[src/rtl/dense_rom_pkg.sv]
// Shared constants and state encoding for the dense-layer ROM read sequencer.
// Widths match the 128 x 16-bit weight/bias ROMs.
package dense_rom_pkg;

   localparam int DENSE_DEPTH  = 128;
   localparam int DENSE_ADDR_W = 7;
   localparam int DENSE_DATA_W = 16;

   typedef enum logic [1:0] {
      IDLE  = 2'd0,
      RUN   = 2'd1,
      DRAIN = 2'd2
   } stream_state_t;

endpackage

[src/rtl/dense_skid_fifo2.sv]
// Two-entry FIFO that absorbs the one-cycle ROM latency under backpressure.
// Slot 0 is always the head; push and pop in the same cycle are allowed when full.
module dense_skid_fifo2 #(
   parameter int WIDTH = 23
) (
   input  logic             clock,
   input  logic             reset,
   input  logic             push,
   input  logic [WIDTH-1:0] push_entry,
   input  logic             pop,
   output logic [WIDTH-1:0] head,
   output logic [1:0]       count,
   output logic             empty,
   output logic             full
);

   logic [WIDTH-1:0] slot0_reg;
   logic [WIDTH-1:0] slot1_reg;
   logic [1:0]       count_reg;
   logic             pop_eff;

   assign pop_eff = pop && (count_reg != 2'd0);

   always_ff @(posedge clock or posedge reset) begin
      if (reset) begin
         slot0_reg <= '0;
         slot1_reg <= '0;
         count_reg <= 2'd0;
      end else begin
         case ({push, pop_eff})
            2'b10: begin
               if (count_reg == 2'd0) begin
                  slot0_reg <= push_entry;
                  count_reg <= 2'd1;
               end else if (count_reg == 2'd1) begin
                  slot1_reg <= push_entry;
                  count_reg <= 2'd2;
               end
            end
            2'b01: begin
               slot0_reg <= slot1_reg;
               count_reg <= count_reg - 2'd1;
            end
            2'b11: begin
               // Occupancy unchanged; the new entry lands behind whatever remains.
               if (count_reg == 2'd1) begin
                  slot0_reg <= push_entry;
               end else begin
                  slot0_reg <= slot1_reg;
                  slot1_reg <= push_entry;
               end
            end
            default: begin
            end
         endcase
      end
   end

   assign head  = slot0_reg;
   assign count = count_reg;
   assign empty = (count_reg == 2'd0);
   assign full  = (count_reg == 2'd2);

endmodule

[src/rtl/dense_rom_streamer.sv]
// Walks a dense ROM from address 0 on start and presents its words as a
// valid/ready stream with index and last markers, one word per cycle.
module dense_rom_streamer
   import dense_rom_pkg::*;
#(
   parameter int DEPTH  = DENSE_DEPTH,
   parameter int ADDR_W = DENSE_ADDR_W,
   parameter int DATA_W = DENSE_DATA_W
) (
   input  logic              clock,
   input  logic              reset,
   input  logic              start,
   input  logic [ADDR_W:0]   cfg_count,
   output logic              busy,
   output logic              done,
   output logic [ADDR_W-1:0] rom_addr,
   input  logic [DATA_W-1:0] rom_data,
   output logic              out_valid,
   input  logic              out_ready,
   output logic [DATA_W-1:0] out_data,
   output logic [ADDR_W-1:0] out_index,
   output logic              out_last
);

   localparam int ENTRY_W = ADDR_W + DATA_W;

   stream_state_t     state_reg;
   logic              busy_reg;
   logic              done_reg;
   logic [ADDR_W-1:0] rom_addr_reg;
   logic [ADDR_W-1:0] issue_cnt_reg;
   logic [ADDR_W-1:0] out_cnt_reg;
   logic [ADDR_W-1:0] last_reg;
   logic              inflight_reg;
   logic [ADDR_W-1:0] inflight_idx_reg;

   logic [ADDR_W-1:0]  cfg_last;
   logic [2:0]         occupancy;
   logic               issue;
   logic               pop;
   logic               accept;
   logic               final_pop;
   logic [ENTRY_W-1:0] fifo_head;
   logic [1:0]         fifo_count;
   logic               fifo_empty;
   logic               fifo_full;

   // A zero or oversized count means the whole ROM.
   always_comb begin
      if ((cfg_count == '0) || (cfg_count > (ADDR_W + 1)'(DEPTH))) begin
         cfg_last = ADDR_W'(DEPTH - 1);
      end else begin
         cfg_last = ADDR_W'(cfg_count - 1'b1);
      end
   end

   assign pop       = out_valid && out_ready;
   assign occupancy = 3'(fifo_count) + 3'(inflight_reg) - 3'(pop);
   assign issue     = (state_reg == RUN) && (occupancy < 3'd2);
   assign accept    = (state_reg == IDLE) && start && !done_reg;
   assign final_pop = pop && (state_reg == DRAIN) && (out_cnt_reg == last_reg);

   always_ff @(posedge clock or posedge reset) begin
      if (reset) begin
         state_reg        <= IDLE;
         busy_reg         <= 1'b0;
         done_reg         <= 1'b0;
         rom_addr_reg     <= '0;
         issue_cnt_reg    <= '0;
         out_cnt_reg      <= '0;
         last_reg         <= '0;
         inflight_reg     <= 1'b0;
         inflight_idx_reg <= '0;
      end else begin
         done_reg     <= 1'b0;
         inflight_reg <= issue;
         if (issue) begin
            inflight_idx_reg <= rom_addr_reg;
         end
         if (pop) begin
            out_cnt_reg <= out_cnt_reg + 1'b1;
         end
         case (state_reg)
            IDLE: begin
               if (accept) begin
                  state_reg     <= RUN;
                  busy_reg      <= 1'b1;
                  rom_addr_reg  <= '0;
                  issue_cnt_reg <= '0;
                  out_cnt_reg   <= '0;
                  last_reg      <= cfg_last;
               end
            end
            RUN: begin
               if (issue) begin
                  issue_cnt_reg <= issue_cnt_reg + 1'b1;
                  // The final address stays on the bus once issued.
                  if (issue_cnt_reg == last_reg) begin
                     state_reg <= DRAIN;
                  end else begin
                     rom_addr_reg <= rom_addr_reg + 1'b1;
                  end
               end
            end
            DRAIN: begin
               if (final_pop) begin
                  state_reg <= IDLE;
                  busy_reg  <= 1'b0;
                  done_reg  <= 1'b1;
               end
            end
            default: begin
               state_reg <= IDLE;
               busy_reg  <= 1'b0;
            end
         endcase
      end
   end

   dense_skid_fifo2 #(
      .WIDTH(ENTRY_W)
   ) u_fifo (
      .clock      (clock),
      .reset      (reset),
      .push       (inflight_reg),
      .push_entry ({inflight_idx_reg, rom_data}),
      .pop        (pop),
      .head       (fifo_head),
      .count      (fifo_count),
      .empty      (fifo_empty),
      .full       (fifo_full)
   );

   // The issue rule guarantees a full FIFO is never pushed without a pop.
   always @(posedge clock) begin
      if (!reset) begin
         assert (!(fifo_full && inflight_reg && !pop));
      end
   end

   assign busy      = busy_reg;
   assign done      = done_reg;
   assign rom_addr  = rom_addr_reg;
   assign out_valid = !fifo_empty;
   assign out_data  = fifo_head[DATA_W-1:0];
   assign out_index = fifo_head[ENTRY_W-1:DATA_W];
   assign out_last  = out_valid && (out_index == last_reg);

endmodule

[config.mk]
export PLATFORM = sky130hd
export DESIGN_NAME = dense_rom_streamer
export DESIGN_NICKNAME = d
export VERILOG_FILES = /design/src/rtl/dense_rom_pkg.sv /design/src/rtl/dense_skid_fifo2.sv /design/src/rtl/dense_rom_streamer.sv
export SDC_FILE = /design/constraint.sdc
export NUM_CORES = 1
export LEC_CHECK = 0
export BUFFER_PORTS_ARGS = -buffer_cell sky130_fd_sc_hd__clkbuf_2
export CAP_MARGIN = 0
export CORE_AREA = 3 3 94 96
export DETAILED_ROUTE_END_ITERATION = 10
export DIE_AREA = 0 0 97 99
export PLACE_DENSITY = 0.84
export SYNTH_ARGS = -nofsm -noshare
export SYNTH_HDL_FRONTEND = slang
export SYNTH_SLANG_ARGS = --single-unit
[constraint.sdc]
create_clock -name clock -period 3.6 [get_ports clock]
set_clock_uncertainty 0.1 [all_clocks]
set_input_delay 0.72 -clock clock [delete_from_list [all_inputs] [get_ports clock]]
set_output_delay 0.72 -clock clock [all_outputs]
set_load 0.01 [all_outputs]
; ---- Word level (Yosys, flattened, before mapping)
; Cells that the tools add are included.
[word_totals]
ff_bits = 88
latch_bits = 0
mem_bits_rw = 0
rom_bits = 0
in_bits = 28
output_inout_bits = 34
mem_count = 0
[op_classes]
add_sub_neg = 7
mul = 0
div_mod_pow = 0
magnitude_cmp = 2
eq_ne = 18
shifts = 0
n_mux = 29
bitwise = 1
n_reduce_logical = 27
[op_table]
columns = cell, n
row1 = 2-to-1 mux 23 bit, 4
row2 = one-hot mux 23 bit (3 select lines), 1
row3 = 2-to-1 mux 7 bit, 8
row4 = one-hot mux 23 bit (2 select lines), 1
row5 = one-hot mux 7 bit (2 select lines), 2
row6 = adder 7 x 1 -> 7 bit (second input constant), 3
row7 = equality test 7 bit, 3
row8 = inequality test 2 bit (second input constant), 7
row9 = 2-to-1 mux 2 bit, 6
row10 = AND reduction 3 bit, 3
row11 = > comparator 8 bit (second input constant), 1
row12 = logical AND 1 bit, 8
row13 = logical NOT 8 bit, 1
row14 = AND reduction 4 bit, 2
row15 = nonzero test 2 bit, 4
row16 = subtractor 7 x 1 -> 7 bit (second input constant), 1
row17 = equality test 2 x 1 -> 1 bit (second input constant), 3
row18 = equality test 2 bit (second input constant), 3
row19 = one-hot mux 2 bit (3 select lines), 1
row20 = AND reduction 2 bit, 3
row21 = logical NOT 2 bit, 2
row22 = 2-to-1 mux 1 bit, 4
row23 = one-hot mux 2 bit (2 select lines), 1
row24 = adder 2 x 1 -> 3 bit, 1
row25 = 10 further kinds, 11

; ---- Depth between registers and ports, before layout
; Gate-level depths: netlist of run 1.
[depth]
depth_word = 8
mapped_depth = 15
depth_no_buf = 13

; ---- Cells and area by module
; A second synthesis of run 1 with hierarchy kept.
[hier_totals]
cells_unflattened = 402
area_unflattened_um2 = 4423.0
[modules_own_cells]
columns = module, n_inst, cells_per_inst, area_per_inst_um2
row1 = dense_skid_fifo2, 1, 174, 2234.6
row2 = dense_rom_streamer, 1, 228, 2188.3

; ---- Worst setup path after synthesis of run 1
; Ideal clock, no wire load.
[synth_path]
path_type = input to register
from = input out_ready
to = register issue_cnt_reg[5]
arrival_ps = 2756
slack_ps = 615
cell_stages = 12
n_path_buf = 2
cell_sequence = nor2b_2 buf_6 inv_1 nand2_1 a21oi_1 fa_1 or3_1 buf_2 clkinv_2 nand4_1 o211ai_1 o31ai_1
[synth_between]
elab_chain_len = 6
[synth_lines]
columns = element, line
row1 = from (decl), dense_rom_streamer.sv:19  ; input logic out_ready,
row2 = logical AND 1 bit, dense_rom_streamer.sv:57  ; assign pop = out_valid && out_ready;
row3 = subtractor 3 x 1 -> 3 bit, dense_rom_streamer.sv:58  ; assign occupancy = 3'(fifo_count) + 3'(inflight_reg) - 3'(pop);
row4 = less-than comparator 3 x 2 -> 1 bit, dense_rom_streamer.sv:59  ; assign issue = (state_reg == RUN) && (occupancy < 3'd2);
row5 = logical AND 1 bit, dense_rom_streamer.sv:59
row6 = net issue, dense_rom_streamer.sv:39  ; logic issue;
row7 = inequality test 2 bit (no line), n/a
row8 = AND reduction 3 bit (no line), n/a
row9 = to (signal assigned), dense_rom_streamer.sv:96  ; issue_cnt_reg <= issue_cnt_reg + 1'b1;
row10 = to (decl), dense_rom_streamer.sv:31  ; logic [ADDR_W-1:0] issue_cnt_reg;
; The timed path passes the listed nets, and every way through them passes these cells.
; A chain may end at the register's enable or synchronous reset.

; ---- Final worst setup path of run 1
[layout_path]
from = register u_fifo.count_reg[1], in the netlist u_fifo.count[1]
to = register issue_cnt_reg[6]
[layout_between]
elab_chain_len = 8
[layout_lines]
columns = element, line
row1 = from (decl), dense_skid_fifo2.sv:19  ; logic [1:0] count_reg;
row2 = from (signal assigned), dense_skid_fifo2.sv:42  ; count_reg <= count_reg - 2'd1;
row3 = "parallel branches: the longest is 3 deep, another holds adder 2 x 1 -> 3 bit", n/a
row4 = subtractor 3 x 1 -> 3 bit (*), dense_rom_streamer.sv:58
row5 = less-than comparator 3 x 2 -> 1 bit (*), dense_rom_streamer.sv:59
row6 = logical AND 1 bit (*), dense_rom_streamer.sv:59
row7 = net issue, dense_rom_streamer.sv:39
row8 = inequality test 2 bit (no line) (*), n/a
row9 = AND reduction 3 bit (no line) (*), n/a
; Mark *: on every way through the listed nets, which the timed path passes.

==> results.cfg, run 1 <==
[run_status]
status = finished, final reports clean

[synth]
yosysWarnings = 0
synth_area_mm2 = 0.00462
netlist_instances = 449
synth_edf_count = 0
yosysSeqAreaShare_pct = 47.7
ys_ff_latch = 88
ys.flop_type = dfrtp_1
syn_area_per_cell_um2 = 10.3
synth_fp_nets = 488
async_flop_share_pct = 100
synthDistinctLibCells = 44

[global_route]
gr-total-overflow = 0
grt_max_degree = 89
antenna_found_initial = 0
grt_pass1_vias = 3652
grtUsageTotal_pct = 21.9
grt_pass1_wl_um = 17200

[clock_tree]
cts.clk_slew.worst_paths_ps = 90
ctsResizeCount = 0
insertion_delay_ps = 360
htree_levels = 3
cts.sinks = 88
cts_buffer_depth = 2
ctsHoldBuffers = 0
cts_root_buf = clkbuf_8
cts_buffers = 9
cts_tree = done
postCtsSetupRepairBufs = 0

[worst_setup_path]
crit_arrival_ps = 3460
rr_startpoint = u_fifo.count[1]
crit_type = flop to flop
start_kind = flop
crit_start = u_fifo.count[1]
critPathMaxFanout = 14
critPathRequiredTime_ps = 3720
ff2ff_path_depth = 12
r2r_slack_ps = 260
end_kind = flop
r2r-end = issue_cnt_reg[6]
setup.worst_path.end = issue_cnt_reg[6]

[detailed_routing]
drc = 0
drtPass1Iterations = 4
routedWlPerCell_um = 16.4
via_per_inst = 5.72
wl_um = 10100
drtIter0Drc = 198
via_count = 3527
postRouteAntennaNets = 0

[pwr]
vdd_ir_drop_max_mv = 0.648
pwr-share-clk_pct = 15.9
power_switching_share_pct = 41.0
p_int_mw = 2.60
pwr-share-comb_pct = 43.1
p_sw_mw = 1.81
power_frac_seq_pct = 41.0
leakage_nw = 2.35
power_density_mw_per_mm2 = 840

[timing]
max_slew.worst_pin.slew_ps = 795
rsz0062_at_grt = false
fin_tns_setup_ps = 0
setup_ws_ps = 263
final_hold_viol_count = 0
fmax_mhz = 300
finalSetupViolCount = 0
fin_crit_ps = 3340
max-slew-margin-rel_pct = 46.6
drv_slew = 0
fin_crit_sh_pct = 92.7

[placement]
detailed_place_hpwl_um = 7000
gp_congestion = 0.829
dpl_worst_slack_ps = 266
port-buffer-count = 61

[floorplanning]
die_w_um = 97
rows = 33
initial_core_util_pct = 56.8
core_area_mm2 = 0.00813
ios = 62
die_h_um = 99
die-area_mm2 = 0.00960

[finish]
drive_above_1_share_pct = 27.9
areaGrowthSynthToFinish_pct = 13.6
diodes = 0
nNetsFinal = 546

[flow_run]
maxCapViolations = 0

[worst_hold_path]
hp-class = input pin to asynchronous set/reset pin
cells in the mapped netlist, drive strengths merged (3+ instances only):
cell type	count	area, um^2
a21o	4	30.0
a21oi	15	75.1
a22oi	23	186
a31oi	23	144
and3	4	25.0
buf	9	55.1
clkbuf	14	52.6
dfrtp	88	2200
ha	10	125
inv	13	48.8
mux2	46	518
mux2i	3	30.0
nand2	55	206
nand3	4	20.0
nand4	9	56.3
nor2	49	186
nor2b	3	21.3
nor3	3	15.0
nor4	3	48.8
o21ai	13	65.1
or3	3	18.8
xnor2	17	149
xor2	20	175
how the worst min path moves through the flow:
stage / from / to / slack (ps) / cells past startpoint
3_5_place_dp: busy / busy / 370 / 1
3_3_place_gp: busy / busy / 370 / 1
5_1_grt: reset / u_fifo.head[16] / 360 / 3
4_1_cts: reset / u_fifo.slot1_reg[9] / 360 / 3
6_report: reset / u_fifo.head[12] / 340 / 3
2_1_floorplan: inflight_idx_reg[6] / inflight_idx_reg[6] / 360 / 2
through the flow:
| stage | instances | area (um^2) | power (mW) | hold slack (ps) | utilization (%) |
|---|---|---|---|---|---|
| 2_1_floorplan | 449 | 4620 | 3.15 | 360 | - |
| 3_3_place_gp | 601 | 5050 | 3.60 | 373 | 62.1 |
| 3_5_place_dp | 601 | 5050 | 3.72 | 374 | 62.1 |
| 4_1_cts | 617 | 5250 | 4.43 | 357 | 64.5 |
| 5_1_grt | 617 | 5250 | 4.74 | 359 | 64.5 |
| 6_report | 617 | 5250 | 4.41 | 344 | 64.5 |
cell type report:
class                   count  area (um^2)
flip-flops and latches     88         2200
repair buffers             70          385
clock buffers               9          124
well taps                 105          131
inverters                  14         55.1
multi-input cells         324         2270
fillers                   598         2880
clock inverters             7         78.8
power by group through the flow:
stage / clock network (mW) / logic [mW] / registers, mW
after floorplan: 0 / 1.37 / 1.78
after global placement: 0 / 1.81 / 1.79
after detailed placement: 0 / 1.90 / 1.82
after CTS: 0.714 / 1.91 / 1.80
after global routing: 0.761 / 2.12 / 1.86
final: 0.701 / 1.90 / 1.81
per-layer routing:
layer | routed length [um] | GRT usage (%) | vias to the layer above
met4 | 245 | 8.86 | 0
met5 | 0 | 0 | -
met3 | 451 | 5.02 | 26
met1 | 4430 | 27.9 | 1703
met2 | 5020 | 36.2 | 105
li1 | - | - | 1693
placed cells by master, fill, tap and decap left out, types with 2 or more instances in the layout:
cell / count
dfrtp_1: 88
clkbuf_2: 61
nand2_1: 55
nor2_1: 48
mux2_2: 46
a31oi_1: 23
a22oi_1: 22
xor2_1: 20
xnor2_1: 17
a21oi_1: 15
inv_1: 12
o21ai_0: 11
ha_1: 10
nand4_1: 9
clkbuf_8: 9
buf_4: 8
a21o_1: 4
nand3_1: 4
and3_1: 4
or3_1: 3
nor3_1: 3
clkinv_2: 3
mux2i_1: 3
and2_1: 2
nor4_4: 2
nand2b_1: 2
nor2b_1: 2
o211ai_1: 2
o31ai_1: 2
clkinvlp_4: 2
inv_6: 2
cell families (layout without fill, tap and decap cells):
family,Yosys count,in the layout,share of synthesized area (%)
DFF,88,88,47.7
muxes,49,49,11.9
and+or+nand+nor,142,142,14.4
AOI/OAI and AO/OA,85,85,12.4
buffers and inverters,37,100,3.49
xor gates and xnor gates,37,37,7.01
adders and majority gates,11,11,3.14
critical path, stage by stage, from the launching register on:
cell,delay [ps]
dfrtp_1,400
inv_1,150
ha_1,290
nor2b_2,90
inv_1,120
nand2_1,70
a21oi_1,180
fa_1,450
or3_1,620
clkinv_2,210
nand4_1,180
o211ai_1,230
o31ai_1,110
(Power assumes the default switching activity.)
==> inputs of run 2 (changes only) <==
--- a/config.mk
+++ b/config.mk
@@ -7,10 +7,10 @@
 export LEC_CHECK = 0
 export BUFFER_PORTS_ARGS = -buffer_cell sky130_fd_sc_hd__clkbuf_2
 export CAP_MARGIN = 0
-export CORE_AREA = 3 3 94 96
+export CORE_AREA = 3 3 92 94
 export DETAILED_ROUTE_END_ITERATION = 10
-export DIE_AREA = 0 0 97 99
-export PLACE_DENSITY = 0.84
+export DIE_AREA = 0 0 95 97
+export PLACE_DENSITY = 0.87
 export SYNTH_ARGS = -nofsm -noshare
 export SYNTH_HDL_FRONTEND = slang
 export SYNTH_SLANG_ARGS = --single-unit
==> constraint.sdc (replaced) <==
create_clock -name clock -period 4.21 [get_ports clock]
set_clock_uncertainty 0.1 [all_clocks]
set_input_delay 0.842 -clock clock [delete_from_list [all_inputs] [get_ports clock]]
set_output_delay 0.842 -clock clock [all_outputs]
set_load 0.01 [all_outputs]
==> run 2 against run 1 <==
Global-route usage grew 2.3 points. Die area shrank 4.0%. Count of clock-buffer cells in the layout is the same. Non-clock buffer count shrank 1. Maximum frequency shrank 8.6%. Cell count shrank 0.65%. Critical path type unchanged. Largest cell class unchanged. Via count grew 2.5%. Design area shrank 0.60%. Total power shrank 15%. Combinational power shrank 15%. Register-to-register slack gained 300 ps. Sequential power shrank 14%. Critical endpoint unchanged.
==> results.cfg, run 2 (same netlist as run 1, synthesis figures left out) <==
[pwr]
power_density_mw_per_mm2 = 721
vdd_ir_drop_max_mv = 0.379
leakage_nw = 2.35

[global_route]
grt_pass1_wl_um = 17500
grtUsageTotal_pct = 24.1
grt_max_degree = 56
antenna_found_initial = 0
grt_pass1_vias = 3594
gr-total-overflow = 0

[floorplanning]
die_w_um = 95
die-area_mm2 = 0.00922
ios = 62
rows = 32
core_area_mm2 = 0.00773
die_h_um = 97
initial_core_util_pct = 59.8

[worst_setup_path]
crit_start = u_fifo.count[0]
crit_type = flop to flop
r2r_slack_ps = 560
slowest_delay_ps = 570
critPathRequiredTime_ps = 4350
rr_startpoint = u_fifo.count[0]
critPathMaxFanout = 14
cp.buffers_inverters = 3
end_kind = flop
r2r-end = issue_cnt_reg[6]
cp_top_family = simple AND/OR/NAND/NOR gates
cpMostUsedCell = inv_1
path_depth = 13
cp_cell_sequence = inv_1 -> ha_1 -> nor2b_2 -> inv_1 -> nand2_1 -> a21oi_1 -> fa_1 -> xnor2_1 -> or3_1 -> clkinv_2 -> nand4_1 -> o211ai_1 -> o31ai_1
start_kind = flop
crit_arrival_ps = 3790
ff2ff_path_depth = 13
cp_slowest_cell = or3_1

[clock_tree]
htree_levels = 3
postCtsSetupRepairBufs = 0
cts_tree = done
cts.clk_slew.worst_paths_ps = 90
cts_buffer_depth = 2
cts_root_buf = clkbuf_8
insertion_delay_ps = 360
cts_buffers = 9
ctsResizeCount = 0
cts.sinks = 88
ctsHoldBuffers = 0

[flow_run]
maxCapViolations = 0

[placement]
detailed_place_hpwl_um = 7360
gp_congestion = 0.792
port-buffer-count = 61
dpl_worst_slack_ps = 447

[detailed_routing]
via_per_inst = 5.90
drtIter0Drc = 281
drc = 0
drtPass1Iterations = 5
via_count = 3614
wl_um = 10500
postRouteAntennaNets = 0
routedWlPerCell_um = 17.2

[finish]
drive_above_1_share_pct = 27.8
nNetsFinal = 545
final_cell_mix = dfrtp_1, clkbuf_2, nand2_1
diodes = 0
areaGrowthSynthToFinish_pct = 12.9
layout_commonest_cell = dfrtp_1

[timing]
drv_slew = 0
fin_crit_sh_pct = 86.7
finalSetupViolCount = 0
setup_ws_ps = 561
final_hold_viol_count = 0
rsz0062_at_grt = false
fmax_mhz = 274
fin_crit_ps = 3650
fin_tns_setup_ps = 0
max_slew.worst_pin.slew_ps = 947
max-slew-margin-rel_pct = 36.6

[run_status]
status = finished, final reports clean

[worst_hold_path]
hp-class = input pin to asynchronous set/reset pin
## run 2: changes by cell type in the layout (fill, tap and decap cells not counted), sizes merged
| cell | delta |
|---|---|
| buf | -1 |
| clkinv | +4 |
| inv | -2 |
| clkinvlp | -2 |
## run 2: report_power, final
group / total (mW) / internal, mW / leakage (nW) / switching [mW]
sequential: 1.56 / 1.19 / 1.07 / 0.369
clock: 0.580 / 0.275 / 0.103 / 0.305
combinational: 1.62 / 0.741 / 1.17 / 0.879
total: 3.76 / 2.21 / 2.35 / 1.55
## run 2: worst max path at each step
stage / slack [ps] / end
5_1_grt: 320 / issue_cnt_reg[6]
4_1_cts: 570 / issue_cnt_reg[6]
2_1_floorplan: 990 / busy
3_3_place_gp: 640 / issue_cnt_reg[6]
3_5_place_dp: 450 / issue_cnt_reg[6]
6_report: 560 / issue_cnt_reg[6]
## run 2: metrics by stage
stage	total power [mW]	hold slack (ps)	utilization (%)	std cells	instance area (um^2)
6_report	3.76	393	67.5	613	5220
5_1_grt	4.04	435	67.5	613	5220
4_1_cts	3.77	410	67.5	613	5220
3_5_place_dp	3.18	395	65.0	597	5020
3_3_place_gp	3.07	360	65.0	597	5020
2_1_floorplan	2.70	360	-	449	4620
## run 2: layer usage
layer / global-route usage, % / vias up / routed length, um
met5: 0 / - / 0
met4: 8.44 / 0 / 174
met3: 4.74 / 19 / 635
met2: 39.3 / 121 / 5350
met1: 31.9 / 1788 / 4370
li1: - / 1686 / -
## run 2: cell type report
cell class | count | area (um^2)
fill | 571 | 2510
sequential | 88 | 2200
clock buffer | 9 | 124
multi-input combinational | 324 | 2270
timing repair buffer | 69 | 365
inverter | 14 | 55.1
tap | 102 | 128
clock inverter | 7 | 71.3
## run 2: worst register-to-register path, delay by kind of cell, from the launching register on
| kind | cells | cell delay, ps |
|---|---|---|
| DFF | 1 | 430 |
| adders and majority gates | 2 | 660 |
| AOI/OAI and AO/OA | 3 | 420 |
| xor gates and xnor gates | 1 | 160 |
| buffers and inverters | 3 | 490 |
| and+or+nand+nor | 4 | 1300 |
